===== config.mk =====
export PLATFORM = sky130hd
export DESIGN_NAME = leaf_credit_tx
export DESIGN_NICKNAME = d
export VERILOG_FILES = /design/src/rtl/leaf_pkt_pkg.sv /design/src/rtl/credit_counter.sv /design/src/rtl/leaf_credit_tx.sv
export SDC_FILE = /design/constraint.sdc
export NUM_CORES = 1
export LEC_CHECK = 0
export CAP_MARGIN = 20
export CORE_AREA = 2 2 110 112
export CTS_CLUSTER_DIAMETER = 200
export DETAILED_ROUTE_END_ITERATION = 10
export DIE_AREA = 0 0 112 114
export PLACE_DENSITY = 0.78
export SLEW_MARGIN = 25
export SYNTH_ARGS = -nofsm -noshare
export SYNTH_HDL_FRONTEND = slang
export SYNTH_SLANG_ARGS = --single-unit

===== constraint.sdc =====
create_clock -name clk -period 10.07 [get_ports clk]
set_input_delay 1.5105 -clock clk [delete_from_list [all_inputs] [get_ports clk]]
set_output_delay 1.5105 -clock clk [all_outputs]
set_load 0.1 [all_outputs]

===== src/rtl/leaf_pkt_pkg.sv =====
// Shared packet layout helpers, freespace-update port code and transmitter state encoding
// for the leaf credit transmitter.
package leaf_pkt_pkg;

  typedef enum logic [1:0] {
    INIT  = 2'd0,
    RUN   = 2'd1,
    STALL = 2'd2,
    HOLD  = 2'd3
  } tx_state_e;

  // Port field value that marks a packet as a freespace (credit return) update.
  localparam int UPDATE_PORT_CODE = 1;

  // Fields are packed from the MSB down: valid, leaf, port; the payload sits at the LSB end.
  function automatic int validPos(input int packetBits);
    return packetBits - 1;
  endfunction

  function automatic int leafLsb(input int packetBits, input int leafBits);
    return packetBits - 1 - leafBits;
  endfunction

  function automatic int portLsb(input int packetBits, input int leafBits, input int portBits);
    return packetBits - 1 - leafBits - portBits;
  endfunction

endpackage


===== src/rtl/credit_counter.sv =====
// Credit bookkeeping for the transmitter: consume on send, replenish on freespace update,
// saturate at the remote buffer depth and flag any overflow until reset.
module credit_counter #(
  parameter int NUM_BRAM_ADDR_BITS    = 7,
  parameter int FREESPACE_UPDATE_SIZE = 64
) (
  input  logic                        clk,
  input  logic                        reset,
  input  logic                        load_i,
  input  logic                        dec_i,
  input  logic                        inc_i,
  output logic [NUM_BRAM_ADDR_BITS:0] credits_o,
  output logic [NUM_BRAM_ADDR_BITS:0] creditsNext_o,
  output logic                        overflow_o
);

  localparam int CW = NUM_BRAM_ADDR_BITS + 1;
  localparam logic [CW:0] MAX_CREDITS = (CW+1)'(2 ** NUM_BRAM_ADDR_BITS);
  localparam logic [CW:0] UPDATE_STEP = (CW+1)'(FREESPACE_UPDATE_SIZE);

  logic [CW-1:0] credits_q, credits_d;
  logic          overflow_q, overflow_d;
  logic [CW:0]   sum;

  // One extra bit of headroom so an update on a nearly full count is seen before saturating.
  always_comb begin
    sum        = {1'b0, credits_q} + (inc_i ? UPDATE_STEP : '0) - {{CW{1'b0}}, dec_i};
    credits_d  = credits_q;
    overflow_d = overflow_q;
    if (load_i) begin
      credits_d = MAX_CREDITS[CW-1:0];
    end else if (sum > MAX_CREDITS) begin
      credits_d  = MAX_CREDITS[CW-1:0];
      overflow_d = 1'b1;
    end else begin
      credits_d = sum[CW-1:0];
    end
  end

  always_ff @(posedge clk or posedge reset) begin
    if (reset) begin
      credits_q  <= '0;
      overflow_q <= 1'b0;
    end else begin
      credits_q  <= credits_d;
      overflow_q <= overflow_d;
    end
  end

  assign credits_o     = credits_q;
  assign creditsNext_o = credits_d;
  assign overflow_o    = overflow_q;

endmodule


===== src/rtl/leaf_credit_tx.sv =====
// Credit-based packet transmitter: wraps user payloads into network packets for one
// destination leaf/port and only sends while the remote input buffer has free space.
module leaf_credit_tx
  import leaf_pkt_pkg::*;
#(
  parameter int PACKET_BITS           = 97,
  parameter int NUM_LEAF_BITS         = 6,
  parameter int NUM_PORT_BITS         = 4,
  parameter int PAYLOAD_BITS          = 64,
  parameter int NUM_BRAM_ADDR_BITS    = 7,
  parameter int FREESPACE_UPDATE_SIZE = 64
) (
  input  logic                        clk,
  input  logic                        reset,
  input  logic [NUM_LEAF_BITS-1:0]    cfg_dst_leaf,
  input  logic [NUM_PORT_BITS-1:0]    cfg_dst_port,
  input  logic [PAYLOAD_BITS-1:0]     din,
  input  logic                        vld_user2tx,
  output logic                        ack_tx2user,
  output logic [PACKET_BITS-1:0]      stream_out,
  input  logic                        resend,
  input  logic [PACKET_BITS-1:0]      stream_in,
  output logic [NUM_BRAM_ADDR_BITS:0] credits,
  output logic                        err_overflow
);

  localparam int VALID_POS = validPos(PACKET_BITS);
  localparam int LEAF_LSB  = leafLsb(PACKET_BITS, NUM_LEAF_BITS);
  localparam int PORT_LSB  = portLsb(PACKET_BITS, NUM_LEAF_BITS, NUM_PORT_BITS);

  tx_state_e                   state_q, state_d;
  logic [PACKET_BITS-1:0]      streamOut_q, streamOut_d;
  logic [NUM_BRAM_ADDR_BITS:0] creditsNext;
  logic                        outValid;
  logic                        transfer;
  logic                        update;
  logic                        unusedStreamIn;

  assign outValid    = streamOut_q[VALID_POS];
  assign ack_tx2user = (state_q == RUN) && (credits != '0) && !resend;
  assign transfer    = vld_user2tx && ack_tx2user;

  // Only updates addressed to our destination port return credits; INIT owns the count.
  assign update = (state_q != INIT) && stream_in[VALID_POS]
                  && (stream_in[PORT_LSB +: NUM_PORT_BITS] == NUM_PORT_BITS'(UPDATE_PORT_CODE))
                  && (stream_in[NUM_PORT_BITS-1:0] == cfg_dst_port);
  assign unusedStreamIn = ^stream_in;

  credit_counter #(
    .NUM_BRAM_ADDR_BITS   (NUM_BRAM_ADDR_BITS),
    .FREESPACE_UPDATE_SIZE(FREESPACE_UPDATE_SIZE)
  ) u_credit_counter (
    .clk          (clk),
    .reset        (reset),
    .load_i       (state_q == INIT),
    .dec_i        (transfer),
    .inc_i        (update),
    .credits_o    (credits),
    .creditsNext_o(creditsNext),
    .overflow_o   (err_overflow)
  );

  always_comb begin
    state_d = state_q;
    case (state_q)
      INIT:  state_d = RUN;
      RUN: begin
        if (resend && outValid)        state_d = HOLD;
        else if (creditsNext == '0)    state_d = STALL;
      end
      STALL: begin
        if (resend && outValid)        state_d = HOLD;
        else if (creditsNext != '0)    state_d = RUN;
      end
      HOLD: begin
        if (!resend)                   state_d = (creditsNext == '0) ? STALL : RUN;
      end
      default: state_d = INIT;
    endcase
  end

  // A refused packet stays on the wire untouched; ack is low then, so no new packet competes.
  always_comb begin
    streamOut_d = '0;
    if (resend && outValid) begin
      streamOut_d = streamOut_q;
    end else if (transfer) begin
      streamOut_d[VALID_POS]                  = 1'b1;
      streamOut_d[LEAF_LSB +: NUM_LEAF_BITS]  = cfg_dst_leaf;
      streamOut_d[PORT_LSB +: NUM_PORT_BITS]  = cfg_dst_port;
      streamOut_d[PAYLOAD_BITS-1:0]           = din;
    end
  end

  always_ff @(posedge clk or posedge reset) begin
    if (reset) begin
      state_q     <= INIT;
      streamOut_q <= '0;
    end else begin
      state_q     <= state_d;
      streamOut_q <= streamOut_d;
    end
  end

  assign stream_out = streamOut_q;

endmodule


==> results.md <==
Run status:
- The run finished with clean final reports.

Worst setup path:
- The critical path is of the in2reg type.
- The data required time of the worst path is 10.28 ns.
- The worst register-to-register path has a setup slack of 6.02 ns.
- The worst setup path is launched from an input port.
- The worst setup path is captured at a flip-flop.
- The launch point of the worst reg-to-reg path is u_credit_counter.credits_o[7].
- The highest net fanout along the worst path is 76.
- The reg-to-reg critical path endpoint is u_credit_counter.overflow_o.
- The arrival time of the worst setup path is 5.31 ns.
- Measured in cells, the most critical reg-to-reg path has a length of 15.

Timing:
- The clock arrives with 0.0144 ns of skew.
- The shortest clock period the worst path allows after layout is 5.09 ns.
- Of the available clock period, the critical path in the final layout requires 50.6%.
- The number of slew-limit violations in the final report was 0.
- Setup repair after global routing left no endpoint under its margin.
- Based on the critical path, the design can be clocked at up to 196 MHz.
- Headroom to the max-slew limit came out at 32.6%.
- For the pin with the worst max-slew slack, the measured transition is 1.01 ns.
- The number of hold violations in the final report was 0.
- The worst path meets setup with 4.98 ns of slack.
- For the final routed database, the setup TNS stands at 0 ns.
- Setup violations remaining at the end of the flow were counted as 0.

Cells and area:
- The area taken by flip-flops and latches is 0.00215 mm2.
- The multi-input combinational cells in the finished layout cover a total of 0.00135 mm2.
- Leaving out fill and tap cells, the most frequent cells in the layout are 171 x sky130_fd_sc_hd__clkdlybuf4s50_1, 86 x sky130_fd_sc_hd__dfrtp_1, 74 x sky130_fd_sc_hd__a22o_1.
- Leaving out fill and tap cells, the most frequent cell in the layout is sky130_fd_sc_hd__clkdlybuf4s50_1.
- The final antenna diode count is 0.
- The share of layout cells above drive strength 1 is 5.82%.
- The finished layout holds 611 standard cells, fillers aside.
- The area growth from synthesis to layout is 56.0%.
- After the last flow step, the layout net total stands at 646.
- The count of filler cells inserted in the layout is 1040.

Floorplan:
- After floorplanning, the core was divided into 40 placement rows.
- The die outline area is 0.0128 mm2.
- The initial standard-cell utilization of the core is 31.7%.
- The die is 112 um wide.
- The core region is 0.0117 mm2.
- Pin placement for this block handled 282 I/O pins.
- The chip height is 114 um.

Routing:
- After the first detailed-routing iteration, the DRC count stood at 101.
- For this block, the routed nets add up to 9810 um of wire.
- The ratio of routed vias to standard cells is 4.84.
- The post-detailed-route count of antenna-violating nets is 0.
- The routed wire length per instance is 16.0 um.
- The number of iterations in the first detailed-routing pass is 4.
- The DRC violation count after routing is 0.
- The routed layout has 2958 vias.

Power:
- The power per standard cell area is 314 mW/mm2.
- The leakage power figure is 2.57 nW.
- VDD sags by at most 0.307 mV.
- The total power draw is 1.81 mW.

Place:
- At the end of routability-driven placement, the weighted congestion stood at 0.769.
- The HPWL after detailed placement is 6670 um.
- The total placed cells including tap cells is 595.
- The worst slack after detailed placement is 4.65 ns.
- The number of port buffers is 171.

CTS:
- The clock drives 86 sinks.
- The total number of H-tree levels is 3.
- Once the clock tree was built, the setup fixing pass inserted 0 buffers.
- The clock passes through at most 2 buffers.
- The clock transition at the registers of the reported paths is 0.06 ns.
- The clock tree from TritonCTS is built.
- The number of CTS-inserted buffers is 9.
- At the later pin of the worst-skew pair, clock insertion delay measures 0.34 ns.
- The cell chosen for the clock root is sky130_fd_sc_hd__clkbuf_16.
- In this run, post-CTS hold repair placed 0 buffers.
- The number of cells upsized or downsized after cts is 0.

Hold path:
- Along the worst hold path, the cell count comes to 1.
- The worst hold path belongs to the class reg2reg.
- The startpoint of the lowest-slack hold path is u_credit_counter.overflow_o.
- The destination of the worst hold path is u_credit_counter.overflow_o.

Synth:
- Synthesis handed over a netlist of 292 instances.
- Each instance of the synthesized netlist takes up on average 12.7 um2.
- The post-synthesis cell area is 0.00371 mm2.
- Counting flops and latches in the post-synthesis netlist gives 86.
- For this run, the register share of the synthesized area comes to 58.0%.
- In this run, distinct cell masters in the synthesized netlist total 43.
- For this run, the number of Yosys warnings is 0.

Global routing:
- The number of global-route vias before repair is 3185.
- The global routing usage summed across all routing layers is 15.8%.
- The overall overflow remaining after global route is 0.
- The number of antenna violations at the first check in global routing came to 0.
- Entering global routing, the biggest net connects 87 pins.
- The global-route wire length before repair is 16100 um.

Job:
- The tool flagged a number of max-cap violations equal to 0.
## logic make-up (layout without fill, tap and decap cells)
| kind of cell | count (synthesis) | in the layout | share of synthesized area [%] |
|---|---|---|---|
| simple gates | 36 | 36 | 5.40 |
| fa+ha+maj | 12 | 12 | 4.25 |
| xor+xnor | 9 | 9 | 2.13 |
| mux | 1 | 1 | 0.270 |
| other cells | 1 | 22 | 0.101 |
| buf+inv | 54 | 205 | 7.86 |
| compound gates | 93 | 93 | 21.9 |
| flops | 86 | 86 | 58.0 |
## power by group
group / leakage (nW) / internal, mW / switching (mW) / total [mW]
clock: 0.149 / 0.200 / 0.140 / 0.340
combinational: 1.27 / 0.289 / 0.729 / 1.02
sequential: 1.15 / 0.410 / 0.0467 / 0.456
## area by class of cell
cell class / instances / share of cell area, %
sequential: 86 / 37.2
timing repair buffer: 174 / 30.0
clock inverter: 6 / 1.19
tap: 147 / 3.18
clock buffer: 10 / 4.13
inverter: 15 / 0.995
multi-input combinational: 173 / 23.3
## cells in the mapped netlist (all sizes together)
cell type / n / area share, %
a41o: 1 / 0.27
a21o: 2 / 0.40
and2: 2 / 0.34
ha: 11 / 3.7
o311ai: 2 / 0.47
nand4: 1 / 0.17
a31oi: 1 / 0.17
a2111oi: 1 / 0.74
mux2i: 1 / 0.27
conb: 1 / 0.10
or3b: 2 / 0.54
o21ai: 3 / 0.40
or2: 2 / 0.34
o22ai: 1 / 0.17
inv: 15 / 1.5
nor3: 2 / 0.27
and3: 1 / 0.17
nor4: 2 / 0.34
fa: 1 / 0.54
xor2: 5 / 1.2
a211oi: 3 / 0.88
dfrtp: 86 / 58
a311oi: 1 / 0.24
a211o: 1 / 0.24
buf: 29 / 5.3
nor3b: 1 / 0.20
o21a: 1 / 0.20
a21oi: 2 / 0.27
nor2b: 2 / 0.34
clkbuf: 10 / 1.0
xnor2: 4 / 0.94
nor2: 10 / 1.0
nand3: 2 / 0.27
and4: 1 / 0.24
nand2b: 3 / 0.51
a22o: 74 / 17
and4b: 1 / 0.27
nand2: 4 / 0.40
## worst max path at each step
stage / from / endpoint / slack, ns / cells after the start
6_report: resend / state_q[0] / 4.98 / 15
5_1_grt: resend / state_q[0] / 4.64 / 15
4_1_cts: resend / state_q[0] / 5.00 / 15
3_5_place_dp: resend / state_q[0] / 4.65 / 15
3_3_place_gp: resend / state_q[0] / 4.79 / 15
2_1_floorplan: resend / state_q[0] / 4.34 / 15
## state kept, by name, summed over array words and instances (netlist names)
name / count
u_credit_counter.overflow_o: 1
u_credit_counter.credits_o: 8
stream_out: 75
state_q: 2
## layer usage
| metal | track usage (%) | part of all wire (%) | vias to the layer above |
|---|---|---|---|
| li1 | - | - | 1358 |
| met1 | 20.2 | 44 | 1458 |
| met2 | 25.2 | 47 | 130 |
| met3 | 5.47 | 8.0 | 12 |
| met4 | 5.20 | 1.5 | 0 |
| met5 | 0 | 0 | - |
## worst max-delay path, stage by stage
cell and delay [ns]:
sky130_fd_sc_hd__clkdlybuf4s50_1 0.46, sky130_fd_sc_hd__nor2_1 0.12, sky130_fd_sc_hd__nand2_1 0.06, sky130_fd_sc_hd__a31oi_1 0.20, sky130_fd_sc_hd__and2_2 0.17, sky130_fd_sc_hd__buf_4 0.59
sky130_fd_sc_hd__ha_1 0.28, sky130_fd_sc_hd__inv_1 0.05, sky130_fd_sc_hd__ha_1 0.20, sky130_fd_sc_hd__a211oi_2 0.32, sky130_fd_sc_hd__nor3_1 0.10, sky130_fd_sc_hd__o22ai_1 0.28
sky130_fd_sc_hd__mux2i_1 0.40, sky130_fd_sc_hd__nand3_1 0.17, sky130_fd_sc_hd__a211o_1 0.29
## metrics by stage
stage / hold slack, ns / utilization (%) / cell area [um2]
after CTS: 0.472 / 49.4 / 5780
final: 0.472 / 49.4 / 5780
after global routing: 0.483 / 49.4 / 5780
after floorplan: 0.630 / - / 3790
after detailed placement: 0.461 / 46.7 / 5470
after global placement: 0.453 / 46.7 / 5470
No activity file was read; power rests on OpenSTA's default activity.
